`src/rtl/mux_scanner_pkg.sv`:
```
// Shared types and default build constants for the 4:1 MUX channel scanner.
package mux_scanner_pkg;

  typedef enum logic [1:0] {
    IDLE   = 2'd0,
    SETTLE = 2'd1,
    SAMPLE = 2'd2
  } scan_state_e;

  localparam int DEF_NUM_CHANNELS  = 4;
  localparam int DEF_SEL_WIDTH     = 2;
  localparam int DEF_SETTLE_CYCLES = 2;
  localparam int DEF_CNT_WIDTH     = 4;

endpackage

```
`src/rtl/frame_hold_register.sv`:
```
// One-entry valid/ready holding register; a load that arrives while an
// untransferred frame is held is dropped and latches a sticky overrun flag.
module frame_hold_register #(
  parameter int W = 4
) (
  input  logic         clk_i,
  input  logic         rst_i,
  input  logic         load_i,
  input  logic [W-1:0] data_i,
  input  logic         ready_i,
  output logic [W-1:0] data_o,
  output logic         valid_o,
  output logic         overrun_o
);

  logic [W-1:0] data_q;
  logic         valid_q;
  logic         overrun_q;
  logic         xfer;
  logic         blocked;

  assign xfer    = valid_q && ready_i;
  assign blocked = valid_q && !ready_i;

  always_ff @(posedge clk_i) begin
    if (rst_i) begin
      data_q    <= '0;
      valid_q   <= 1'b0;
      overrun_q <= 1'b0;
    end else begin
      if (load_i) begin
        // A transfer in the same cycle frees the slot for the new frame.
        if (blocked) begin
          overrun_q <= 1'b1;
        end else begin
          data_q  <= data_i;
          valid_q <= 1'b1;
        end
      end else if (xfer) begin
        valid_q <= 1'b0;
      end
    end
  end

  assign data_o    = data_q;
  assign valid_o   = valid_q;
  assign overrun_o = overrun_q;

endmodule

```
`src/rtl/mux_channel_scanner.sv`:
```
// Steps a 4:1 MUX through every channel, waits a settle time on each, samples
// its output and hands the assembled frame to a one-entry output register.
module mux_channel_scanner
  import mux_scanner_pkg::*;
#(
  parameter int NUM_CHANNELS  = DEF_NUM_CHANNELS,
  parameter int SEL_WIDTH     = DEF_SEL_WIDTH,
  parameter int SETTLE_CYCLES = DEF_SETTLE_CYCLES,
  parameter int CNT_WIDTH     = DEF_CNT_WIDTH
) (
  input  logic                    Clock_In,
  input  logic                    Reset_In,
  input  logic                    Start_In,
  input  logic                    Continuous_In,
  input  logic                    MUX_Data_In,
  output logic [SEL_WIDTH-1:0]    Select_Out,
  output logic                    Enable_Out,
  output logic [NUM_CHANNELS-1:0] Frame_Data_Out,
  output logic                    Frame_Valid_Out,
  input  logic                    Frame_Ready_In,
  output logic                    Busy_Out,
  output logic                    Overrun_Out
);

  localparam logic [CNT_WIDTH-1:0] CNT_LOAD = CNT_WIDTH'(SETTLE_CYCLES);
  localparam logic [CNT_WIDTH-1:0] CNT_ONE  = CNT_WIDTH'(1);
  localparam logic [SEL_WIDTH-1:0] SEL_LAST = SEL_WIDTH'(NUM_CHANNELS - 1);
  localparam logic [SEL_WIDTH-1:0] SEL_ONE  = SEL_WIDTH'(1);
  // With no settle time every channel goes straight to its sample cycle.
  localparam scan_state_e CH_ENTRY = (SETTLE_CYCLES == 0) ? SAMPLE : SETTLE;

  scan_state_e             state_q;
  logic [SEL_WIDTH-1:0]    sel_q;
  logic                    en_q;
  logic                    busy_q;
  logic [CNT_WIDTH-1:0]    cnt_q;
  logic [NUM_CHANNELS-1:0] asm_q;
  logic [NUM_CHANNELS-1:0] asm_d;
  logic                    frame_done;

  // Assembly value including the bit being captured this cycle, so the
  // completed frame can be handed off on the same edge as the last sample.
  always_comb begin
    asm_d = asm_q;
    if (state_q == SAMPLE) asm_d[sel_q] = MUX_Data_In;
  end

  assign frame_done = (state_q == SAMPLE) && (sel_q == SEL_LAST);

  always_ff @(posedge Clock_In) begin
    if (Reset_In) begin
      state_q <= IDLE;
      sel_q   <= '0;
      en_q    <= 1'b0;
      busy_q  <= 1'b0;
      cnt_q   <= '0;
      asm_q   <= '0;
    end else begin
      case (state_q)
        IDLE: begin
          if (Start_In) begin
            state_q <= CH_ENTRY;
            sel_q   <= '0;
            en_q    <= 1'b1;
            busy_q  <= 1'b1;
            cnt_q   <= CNT_LOAD;
          end
        end
        SETTLE: begin
          cnt_q <= cnt_q - CNT_ONE;
          if (cnt_q <= CNT_ONE) state_q <= SAMPLE;
        end
        SAMPLE: begin
          asm_q <= asm_d;
          if (sel_q != SEL_LAST) begin
            state_q <= CH_ENTRY;
            sel_q   <= sel_q + SEL_ONE;
            cnt_q   <= CNT_LOAD;
          end else if (Continuous_In) begin
            state_q <= CH_ENTRY;
            sel_q   <= '0;
            cnt_q   <= CNT_LOAD;
          end else begin
            state_q <= IDLE;
            sel_q   <= '0;
            en_q    <= 1'b0;
            busy_q  <= 1'b0;
            cnt_q   <= '0;
          end
        end
        default: begin
          state_q <= IDLE;
          sel_q   <= '0;
          en_q    <= 1'b0;
          busy_q  <= 1'b0;
        end
      endcase
    end
  end

  frame_hold_register #(
    .W(NUM_CHANNELS)
  ) u_hold (
    .clk_i     (Clock_In),
    .rst_i     (Reset_In),
    .load_i    (frame_done),
    .data_i    (asm_d),
    .ready_i   (Frame_Ready_In),
    .data_o    (Frame_Data_Out),
    .valid_o   (Frame_Valid_Out),
    .overrun_o (Overrun_Out)
  );

  assign Select_Out = sel_q;
  assign Enable_Out = en_q;
  assign Busy_Out   = busy_q;

endmodule

```
`config.mk`:
```
export PLATFORM = sky130hd
export DESIGN_NAME = mux_channel_scanner
export DESIGN_NICKNAME = d
export VERILOG_FILES = /design/src/rtl/mux_scanner_pkg.sv /design/src/rtl/frame_hold_register.sv /design/src/rtl/mux_channel_scanner.sv
export SDC_FILE = /design/constraint.sdc
export NUM_CORES = 1
export LEC_CHECK = 0
export ABC_CLOCK_PERIOD_IN_PS = 1800
export CAP_MARGIN = 20
export CORE_AREA = 2 2 50 52
export DETAILED_ROUTE_END_ITERATION = 12
export DIE_AREA = 0 0 52 54
export GPL_TIMING_DRIVEN = 0
export HOLD_SLACK_MARGIN = 0.15
export PLACE_DENSITY = 0.71
export SYNTH_ARGS = -nofsm -noshare
export SYNTH_HDL_FRONTEND = slang
export SYNTH_HIERARCHICAL = 1
export SYNTH_SLANG_ARGS = --single-unit
```
`constraint.sdc`:
```
create_clock -name Clock_In -period 1.8 [get_ports Clock_In]
set_clock_uncertainty 0.1 [all_clocks]
set_input_delay 0.18 -clock Clock_In [delete_from_list [all_inputs] [get_ports Clock_In]]
set_output_delay 0.18 -clock Clock_In [all_outputs]
set_load 0.02 [all_outputs]
```
==> flow_summary.yaml <==
outcome:
  status: "complete, no violations"
floorplan:
  start_util_pct: 43.4
  dieArea_um2: 2810
  fp.dieH_um: 54
  coreArea_um2: 2320
  ios: 16
  num_rows: 18
  die_x_um: 52
sta:
  final.period_utilization_pct: 96.4
  fmax_ghz: 0.576
  final.setup.tns_ps: 0
  slew_viol_final: 0
  finalHoldViolations: 0
  period_minus_slack_ps: 1740
  worstMarginPinSlew_ps: 488
  maxSlewHeadroom_pct: 67.5
  setup_viol_count_final: 0
routing:
  num_vias: 806
  drtIter0Drc: 15
  drc: 0
  via_per_inst: 4.91
  route.detailed.wl_per_inst_um: 11.2
  first_pass_iters: 4
  final_antenna_net_count: 0
  drt_wl_total_mm: 1.83
placement:
  place.gp.congestion: 0.832
  dp_hpwl_mm: 1.41
  placed_area_um2: 1190
  placed_cells: 159
  port_buffers: 15
worst_hold_path:
  worstHoldPathCells: 2
  hp-class: "reg2reg"
  hp-start: "u_hold/data_o[1]$_SDFFE_PP0P_"
final_layout:
  antenna_cells: 0
  seq_area_um2: 383
  final_util_pct: 53.7
  fillers: 204
  final_area_um2: 1240
  final_nets: 151
  fin_cells: 164
  final_layout_size_suffix_gt1_share_pct: 15.7
  area_growth_pct: 23.6
  multiInputGateArea_um2: 576
global_route:
  grt-ovfl-total: 0
  grt_pass1_wl_mm: 3.07
  grt_pass1_vias: 767
  track_usage_pct: 14.9
  grt_max_degree: 12
  antenna_found_initial: 0
setup_path:
  slowest_delay_ps: 420
  crit_start: "state_q[0]$_SDFFE_PP0P_"
  path_cells: "inv_1, ha_2, nor2b_4, or2_4, or4_1, a21oi_2"
  critPathLaunchType: "register"
  crit_required_ps: 1930
  slowest_stage: "or4_1"
  end_kind: "register"
  rr_worst_depth: 6
  path_buf_inv: 1
  cp_num_cells: 6
  cp.arrival_ps: 1870
  crit_type: "reg2reg"
  regToRegStartpoint: "state_q[0]$_SDFFE_PP0P_"
  cp_max_fo: 6
  path_delay_family: "simple AND/OR/NAND/NOR gates"
power_and_ir_drop:
  cellPowerDensity_nw_per_um2: 1000
  peakVddDrop_uv: 717
  total_power_uw: 1240
  leakage_uw: 0.000479
run:
  max-cap-violations: 0
clocking:
  cts_max_level: 1
  numCtsBuffers: 3
  clkTransAtPathRegs_ps: 110
  cts_tree: "done"
  clk_latency_ps: 300
  clockRootBuffer: "clkbuf_4"
  clk_path_buf_depth: 2
  clock_sinks: 19
synthesis:
  synth_cell_type_count: 29
  netlist_area_um2: 1010
  ys_seq_elements: 19
  ys_seq_area_share_pct: 37.8
  synthCells: 114
  postSynthAreaPerCell_um2: 8.84
  syn-num-nets: 130
  yosys_warnings: 6
==> report_power, final <==
group          switching (µW)  internal, µW
logic                     285           237
clock network             130          82.7
registers                36.7           474
==> metrics by stage <==
stage,hold slack [ps],setup slack [ps]
finish,383,64.6
global route,416,-13.3
CTS,385,25.3
detailed placement,362,-95.6
global placement,355,62.7
floorplan,152,142
==> timing repair <==
action	in CTS	in global routing
hold buffers	0	0
setup endpoints to repair	3	2
hold endpoints to repair	0	0
resized for setup	2	3
buffers inserted	0	1
==> worst paths after layout <==
check | end | slack (ps)
max | cnt_q[2]$_SDFFE_PP0P_ | 60
min | u_hold/data_o[1]$_SDFFE_PP0P_ | 380
max reg2reg | cnt_q[2]$_SDFFE_PP0P_ | 60
min reg2reg | u_hold/data_o[1]$_SDFFE_PP0P_ | 380
==> cell usage in the layout (no fill, tap or decap) <==
| cell type | synthesis | routed |
|---|---|---|
| or3_1 | 1 | 1 |
| nor4_2 | 0 | 1 |
| inv_1 | 10 | 10 |
| or2_4 | 1 | 1 |
| nand3_1 | 2 | 2 |
| clkdlybuf4s50_1 | 0 | 15 |
| nor2b_2 | 1 | 1 |
| buf_4 | 1 | 2 |
| nand3b_1 | 1 | 1 |
| mux2i_1 | 4 | 4 |
| nand2b_1 | 8 | 8 |
| o221ai_1 | 1 | 1 |
| clkbuf_4 | 0 | 3 |
| or2_2 | 1 | 1 |
| clkbuf_1 | 2 | 2 |
| mux2_2 | 4 | 4 |
| buf_6 | 1 | 1 |
| nor2b_4 | 2 | 2 |
| a211oi_1 | 1 | 1 |
| nand2_1 | 9 | 9 |
| nor3_1 | 3 | 3 |
| dfxtp_2 | 0 | 2 |
| dfxtp_1 | 19 | 17 |
| a21oi_2 | 0 | 1 |
| nor2_1 | 11 | 11 |
| o21a_1 | 1 | 1 |
| clkinv_2 | 0 | 1 |
| nand4_1 | 1 | 1 |
| nor2b_1 | 4 | 4 |
| ha_2 | 0 | 1 |
| o41ai_1 | 1 | 1 |
| a21oi_1 | 8 | 7 |
| o21ai_0 | 4 | 4 |
| or4_1 | 1 | 1 |
| ha_1 | 10 | 9 |
==> worst min-delay path, delay by kind of cell, from the launching register on <==
kind | cells | cell delay, ps
DFF | 1 | 330
and+or+nand+nor | 1 | 60
muxes | 1 | 60
==> registers in the layout, indices dropped and copies added, names as in the netlist <==
name / count
asm_q: 4
cnt_q: 4
u_hold/valid_o: 1
u_hold/data_o: 4
Busy_Out: 1
state_q: 2
u_hold/overrun_o: 1
Select_Out: 2
==> synthesized netlist by cell type <==
library cell | number | area, µm²
nor2b_2 | 1 | 8.76
o21a_1 | 1 | 7.51
nor2b_1 | 4 | 25.0
buf_4 | 1 | 7.51
or2_2 | 1 | 6.26
nor3_1 | 3 | 15.0
nand3_1 | 2 | 10.0
o41ai_1 | 1 | 8.76
buf_6 | 1 | 11.3
nand3b_1 | 1 | 7.51
or4_1 | 1 | 7.51
clkbuf_1 | 2 | 7.51
a211oi_1 | 1 | 7.51
nand2_1 | 9 | 33.8
ha_1 | 10 | 125
nand4_1 | 1 | 6.26
mux2i_1 | 4 | 40.0
nor2b_4 | 2 | 27.5
o21ai_0 | 4 | 20.0
nor2_1 | 11 | 41.3
o221ai_1 | 1 | 8.76
or2_4 | 1 | 8.76
dfxtp_1 | 19 | 380
nor4_1 | 1 | 6.26
mux2_2 | 4 | 45.0
inv_1 | 10 | 37.5
or3_1 | 1 | 6.26
a21oi_1 | 8 | 40.0
nand2b_1 | 8 | 50.1
==> area by class of cell <==
cell class | instances | share of cell area (%)
inverters | 10 | 3.02
clock buffers | 3 | 1.81
plain buffers | 4 | 2.11
well taps | 30 | 3.02
flip-flops and latches | 19 | 30.8
clock inverters | 1 | 0.402
multi-input cells | 81 | 46.2
repair buffers | 16 | 12.7
==> cell families after synthesis <==
kind of cell | after synthesis | synth area share (%)
AOI/OAI and AO/OA | 16 | 9.19
adders and majority gates | 10 | 12.4
buffers and inverters | 14 | 6.34
DFF | 19 | 37.8
muxes | 8 | 8.45
and+or+nand+nor | 47 | 25.8
==> layer usage <==
metal	vias up	GRT usage, %	routed length [µm]
met5	-	0	0
met4	0	4.39	10
met3	2	5.56	85
met2	13	27.6	958
met1	376	15.6	779
li1	415	-	-
(Power assumes the default switching activity.)
